===== src/rtl/ntt_mem_arbiter.sv =====
// Round-robin arbiter that shares one memory port among NTT cores.
// An in-order tag FIFO routes each read response back to the core that issued it.
module ntt_mem_arbiter #(
  parameter int unsigned NUM_CORES       = 4,
  parameter int unsigned MAX_OUTSTANDING = 4
) (
  input  logic                      clk,
  input  logic                      rst,
  input  logic [NUM_CORES-1:0]      core_req,
  input  logic [NUM_CORES-1:0]      core_we,
  input  logic [64*NUM_CORES-1:0]   core_addr,
  input  logic [64*NUM_CORES-1:0]   core_wdata,
  output logic [NUM_CORES-1:0]      core_gnt,
  output logic [NUM_CORES-1:0]      core_valid,
  output logic [63:0]               core_rdata,
  output logic                      mem_req,
  output logic                      mem_we,
  output logic [63:0]               mem_addr,
  output logic [63:0]               mem_wdata,
  input  logic                      mem_gnt,
  input  logic                      mem_valid,
  input  logic [63:0]               mem_rdata,
  output logic [31:0]               grant_count,
  output logic                      err_spurious
);

  localparam int unsigned IdxW = $clog2(NUM_CORES);
  localparam int unsigned PtrW = (MAX_OUTSTANDING > 1) ? $clog2(MAX_OUTSTANDING) : 1;
  localparam int unsigned CntW = $clog2(MAX_OUTSTANDING + 1);

  typedef enum logic [1:0] {StIdle, StIssue, StAck} state_e;

  state_e                state_q, state_d;
  logic [IdxW-1:0]       win_q, win_d;
  logic [IdxW-1:0]       rr_ptr_q, rr_ptr_d;
  logic                  mem_req_q, mem_req_d;
  logic                  mem_we_q, mem_we_d;
  logic [63:0]           mem_addr_q, mem_addr_d;
  logic [63:0]           mem_wdata_q, mem_wdata_d;
  logic [NUM_CORES-1:0]  core_gnt_q, core_gnt_d;
  logic [31:0]           grant_count_q, grant_count_d;

  logic [IdxW-1:0]       tag_q [MAX_OUTSTANDING];
  logic [IdxW-1:0]       tag_d [MAX_OUTSTANDING];
  logic [PtrW-1:0]       wr_ptr_q, wr_ptr_d;
  logic [PtrW-1:0]       rd_ptr_q, rd_ptr_d;
  logic [CntW-1:0]       count_q, count_d;
  logic [NUM_CORES-1:0]  core_valid_q, core_valid_d;
  logic [63:0]           core_rdata_q, core_rdata_d;
  logic                  err_q, err_d;

  logic                  fifo_full, fifo_empty;
  logic                  push, pop;
  logic [NUM_CORES-1:0]  eligible;
  logic                  found;
  logic [IdxW-1:0]       pick;

  assign fifo_full  = (count_q == CntW'(MAX_OUTSTANDING));
  assign fifo_empty = (count_q == '0);
  assign pop        = mem_valid && !fifo_empty;

  // Reads are held back while the tag FIFO cannot take another entry.
  always_comb begin
    int unsigned cand;
    cand     = 0;
    eligible = core_req & (core_we | {NUM_CORES{~fifo_full}});
    found    = 1'b0;
    pick     = '0;
    for (int unsigned k = 0; k < NUM_CORES; k++) begin
      cand = (32'(rr_ptr_q) + k) % NUM_CORES;
      if (!found && eligible[cand]) begin
        found = 1'b1;
        pick  = IdxW'(cand);
      end
    end
  end

  always_comb begin
    state_d       = state_q;
    win_d         = win_q;
    rr_ptr_d      = rr_ptr_q;
    mem_req_d     = mem_req_q;
    mem_we_d      = mem_we_q;
    mem_addr_d    = mem_addr_q;
    mem_wdata_d   = mem_wdata_q;
    core_gnt_d    = '0;
    grant_count_d = grant_count_q;
    push          = 1'b0;
    unique case (state_q)
      StIdle: begin
        if (found) begin
          win_d       = pick;
          mem_req_d   = 1'b1;
          mem_we_d    = core_we[pick];
          mem_addr_d  = core_addr[pick*64 +: 64];
          mem_wdata_d = core_wdata[pick*64 +: 64];
          state_d     = StIssue;
        end
      end
      StIssue: begin
        if (mem_gnt) begin
          mem_req_d         = 1'b0;
          push              = !mem_we_q;
          rr_ptr_d          = (win_q == IdxW'(NUM_CORES - 1)) ? '0 : win_q + 1'b1;
          grant_count_d     = grant_count_q + 32'd1;
          core_gnt_d[win_q] = 1'b1;
          state_d           = StAck;
        end
      end
      StAck: begin
        state_d = StIdle;
      end
      default: begin
        state_d = StIdle;
      end
    endcase
  end

  // Read-return path runs alongside the arbitration FSM.
  always_comb begin
    tag_d        = tag_q;
    wr_ptr_d     = wr_ptr_q;
    rd_ptr_d     = rd_ptr_q;
    count_d      = count_q;
    core_valid_d = '0;
    core_rdata_d = core_rdata_q;
    err_d        = err_q;
    if (push) begin
      tag_d[wr_ptr_q] = win_q;
      wr_ptr_d = (wr_ptr_q == PtrW'(MAX_OUTSTANDING - 1)) ? '0 : wr_ptr_q + 1'b1;
    end
    if (pop) begin
      core_valid_d[tag_q[rd_ptr_q]] = 1'b1;
      core_rdata_d = mem_rdata;
      rd_ptr_d = (rd_ptr_q == PtrW'(MAX_OUTSTANDING - 1)) ? '0 : rd_ptr_q + 1'b1;
    end else if (mem_valid) begin
      err_d = 1'b1;
    end
    unique case ({push, pop})
      2'b10:   count_d = count_q + 1'b1;
      2'b01:   count_d = count_q - 1'b1;
      default: count_d = count_q;
    endcase
  end

  always_ff @(posedge clk or negedge rst) begin
    if (!rst) begin
      state_q       <= StIdle;
      win_q         <= '0;
      rr_ptr_q      <= '0;
      mem_req_q     <= 1'b0;
      mem_we_q      <= 1'b0;
      mem_addr_q    <= '0;
      mem_wdata_q   <= '0;
      core_gnt_q    <= '0;
      grant_count_q <= '0;
      for (int unsigned i = 0; i < MAX_OUTSTANDING; i++) begin
        tag_q[i] <= '0;
      end
      wr_ptr_q      <= '0;
      rd_ptr_q      <= '0;
      count_q       <= '0;
      core_valid_q  <= '0;
      core_rdata_q  <= '0;
      err_q         <= 1'b0;
    end else begin
      state_q       <= state_d;
      win_q         <= win_d;
      rr_ptr_q      <= rr_ptr_d;
      mem_req_q     <= mem_req_d;
      mem_we_q      <= mem_we_d;
      mem_addr_q    <= mem_addr_d;
      mem_wdata_q   <= mem_wdata_d;
      core_gnt_q    <= core_gnt_d;
      grant_count_q <= grant_count_d;
      tag_q         <= tag_d;
      wr_ptr_q      <= wr_ptr_d;
      rd_ptr_q      <= rd_ptr_d;
      count_q       <= count_d;
      core_valid_q  <= core_valid_d;
      core_rdata_q  <= core_rdata_d;
      err_q         <= err_d;
    end
  end

  assign core_gnt     = core_gnt_q;
  assign core_valid   = core_valid_q;
  assign core_rdata   = core_rdata_q;
  assign mem_req      = mem_req_q;
  assign mem_we       = mem_we_q;
  assign mem_addr     = mem_addr_q;
  assign mem_wdata    = mem_wdata_q;
  assign grant_count  = grant_count_q;
  assign err_spurious = err_q;

endmodule


===== config.mk =====
export PLATFORM = sky130hd
export DESIGN_NAME = ntt_mem_arbiter
export DESIGN_NICKNAME = d
export VERILOG_FILES = /design/src/rtl/ntt_mem_arbiter.sv
export SDC_FILE = /design/constraint.sdc
export NUM_CORES = 1
export LEC_CHECK = 0
export ABC_AREA = 1
export CAP_MARGIN = 10
export CORE_AREA = 4 4 320 322
export CTS_BUF_LIST = sky130_fd_sc_hd__clkbuf_8
export DETAILED_ROUTE_END_ITERATION = 8
export DIE_AREA = 0 0 324 326
export HOLD_SLACK_MARGIN = 0.05
export SLEW_MARGIN = 25
export SYNTH_ARGS = -nofsm -noshare
export SYNTH_HDL_FRONTEND = slang
export SYNTH_SLANG_ARGS = --single-unit

===== constraint.sdc =====
create_clock -name clk -period 2.75 [get_ports clk]
set_clock_uncertainty 0.05 [all_clocks]
set_input_delay 0.55 -clock clk [delete_from_list [all_inputs] [get_ports clk]]
set_output_delay 0.55 -clock clk [all_outputs]
set_load 0.005 [all_outputs]

==> summary.txt <==
Synth warn: 0
Mapped Cells: 2407
Layout area overhead: 78.7%
Initial DRC count: 1087
Chip height: 326 um
WP data arrival: 3.14 ns
Synth Register Bits: 256
Core area: 99600 um^2
Relative slew slack: 49.4%
Pre-Repair DR Iteration Count: 8
Cell Rows: 116
Remaining Overflow, GRT: 0
Inst Count DP: 4550
Final Hold Viols: 0
Routed vias: 18700
Status: finished clean
Clk slew on worst S/H paths: 0.06 ns
Hold Crit Class: primary input to flop
Port bufs: 822
Met2 usage: 25.1%
Maximum VDD drop: 796 uV
Minimum clock period: 2.60 ns
DP Area: 26700 um^2
Initial antenna violation count: 11
Largest net degree at the start of global routing: 71
Post-Layout Inst Area: 28200 um^2
Power per standard cell area: 1290 nW/um^2
CTS HTree Levels: 2
Syn nets: 3007
Clock sinks: 256
Routed Antenna Nets: 0
Worst Setup Path Type: flop to flop
Final Setup Violations: 0
DP Worst Slack: -0.414 ns
Longest Clk Path Bufs: 3
GR Layer Usage met1: 18.2%
Starting Density: 15.8%
Wire per inst: 17.9 um
Layer with the highest usage: met2
Avg Vias per Cell: 4.02
Die area: 106000 um^2
CTS Buf Count: 51
Clk Latency, worst-skew pair: 0.65 ns
# nets final: 3913
Crit end category: flop
RSZ-0062 raised after global routing: yes
Final worst setup slack: 0.149 ns
Layout cells sized above 1: 8.88%
Least-Margin Pin Slew: 0.758 ns
Vias in the first global route: 18500
CTS tree: built
Root Driver: clkbuf_8
Max Freq: 0.384 GHz
DP HPWL: 67.2 mm
Syn Std Cell Area: 15800 um^2
DRC viols: 0
CP required: 3.29 ns
Grt met3 use: 5.43%
GP Congestion: 0.953
Post-synth cell types: 31
Leak: 0.0140 uW
Seq/Total Area, Yosys: 40.6%
CP max FO: 30
Non-Filler Instances: 4658
Slew Limit Fails: 0
Die width: 324 um
Crit start category: flop
GRT Overall Usage: 15.0%
Utilization after layout: 28.3%
Final WL: 83.5 mm
Part of the cycle the worst path needs: 94.6%
Global-route wire length before repair: 119 mm
Max-Cap Viols: 0
IO Pins: 823
Syn_area_per_cell: 6.55 um^2
## cell usage after synthesis
| cell | count | area [um^2] |
|---|---|---|
| ha_1 | 11 | 138 |
| xor2_1 | 20 | 175 |
| nand4_1 | 128 | 801 |
| o31ai_1 | 1 | 7.51 |
| clkbuf_1 | 54 | 203 |
| o21ai_4 | 1 | 16.3 |
| dfrtp_1 | 256 | 6410 |
| a21oi_1 | 4 | 20.0 |
| nand3_2 | 1 | 10.0 |
| nor3_1 | 10 | 50.1 |
| nand2_2 | 4 | 25.0 |
| fa_1 | 1 | 20.0 |
| inv_1 | 416 | 1560 |
| xnor2_2 | 1 | 16.3 |
| buf_1 | 20 | 75.1 |
| inv_2 | 7 | 26.3 |
| nor2_1 | 25 | 93.8 |
| o21ai_0 | 50 | 250 |
| buf_2 | 66 | 330 |
| nand4_2 | 1 | 12.5 |
| nor2_4 | 1 | 11.3 |
| buf_4 | 5 | 37.5 |
| a32oi_1 | 1 | 8.76 |
| nor4_1 | 5 | 31.3 |
| a31o_2 | 1 | 8.76 |
| nor2_2 | 4 | 25.0 |
| nand3_1 | 222 | 1110 |
| nand3_4 | 1 | 17.5 |
| nand2_1 | 973 | 3650 |
| xnor2_1 | 13 | 114 |
| o21ai_1 | 104 | 521 |
## critical path, stage by stage (launching register included)
cell and delay (ns):
dfrtp_2 0.43, nor2_4 0.21, nand3_2 0.12, nand3_2 0.09, nand2_2 0.09, o21ai_4 0.27
nand4_4 0.17, buf_4 0.18, buf_12 0.15, buf_4 0.24, nand4_1 0.13, nand3_1 0.10
nand2_1 0.08, nand2_1 0.07, nand2_1 0.07
## flip-flops by register name (all words and copies together), names as in the netlist
signal,count
tag_q,8
rd_ptr_q,2
mem_req,1
core_valid,4
state_q,2
err_spurious,1
count_q,3
mem_we,1
core_rdata,64
rr_ptr_q,2
win_q,2
mem_addr,64
wr_ptr_q,2
mem_wdata,64
grant_count,32
core_gnt,4
## report_power, final
group          switching (uW)  total (uW)  internal, uW
sequential               1020        6420          5400
combinational           14200       25200         11000
clock                    1860        4690          2840
total                   17100       36300         19200
## final cells by class
cell class | count | area [um^2]
tap | 1298 | 1620
fill | 10900 | 71400
multi-input combinational | 1583 | 7250
inverter | 423 | 1590
timing repair buffer | 998 | 10100
sequential | 256 | 6410
antenna | 6 | 15.0
clock buffer | 67 | 922
clock inverter | 27 | 303
## cell usage in the layout, fill, tap and decap left out, types with 2 or more instances in the layout
master	n
a21oi_1	4
buf_12	32
buf_16	3
buf_4	133
buf_6	4
bufinv_16	7
clkbuf_16	3
clkbuf_8	67
clkdlybuf4s50_1	821
clkinv_2	7
dfrtp_1	254
dfrtp_2	2
diode_2	6
ha_1	11
inv_1	427
inv_2	7
nand2_1	970
nand2_2	5
nand2_4	2
nand3_1	211
nand3_2	10
nand3_4	3
nand4_1	128
nor2_1	25
nor2_2	2
nor2_4	3
nor3_1	10
nor4_1	5
o21ai_0	49
o21ai_1	104
xnor2_1	13
xor2_1	20
## logic make-up after synthesis
family	after synthesis	synth area share, %
flops	256	40.6
buf+inv	568	14.2
compound gates	162	5.27
xor+xnor	34	1.94
simple gates	1375	37.0
fa+ha+maj	12	0.999
## timing repair
action	CTS	global route
endpoints found under the hold margin	39	0
hold buffers	1	0
endpoints found under the setup margin	0	21
resized for setup	0	23
buffers inserted	0	4
## per-layer routing
layer | wire length, um | share of wire [%]
met4 | 1860 | 2.2
met3 | 8200 | 9.8
met1 | 34400 | 41
met2 | 39000 | 47
met5 | 30 | 0.036
## metrics by stage
step / hold WS [ns] / TNS, ns / total power (uW)
global route: 0.317 / -0.00397 / 39700
global placement: 0.411 / -36.80 / 31100
floorplan: 0.204 / 0 / 18800
finish: 0.380 / 0 / 36300
detailed placement: 0.414 / -37.77 / 31200
CTS: 0.281 / 0 / 36100
## worst paths after layout
kind / start / endpoint / slack, ns / cells after the start
max: count_q[0]$_DFFE_PN0P_ / mem_wdata[53]$_DFFE_PN0P_ / 0.15 / 14
min: mem_rdata[62] / core_rdata[62]$_DFFE_PN0P_ / 0.38 / 3
max reg2reg: count_q[0]$_DFFE_PN0P_ / mem_wdata[53]$_DFFE_PN0P_ / 0.15 / 14
min reg2reg: core_rdata[39]$_DFFE_PN0P_ / core_rdata[39]$_DFFE_PN0P_ / 0.43 / 2
max in group asynchronous: rst / mem_wdata[27]$_DFFE_PN0P_ / 1.52 / 3
min in group asynchronous: rst / mem_addr[57]$_DFFE_PN0P_ / 0.41 / 2
No activity file was read; power rests on OpenSTA's default activity.
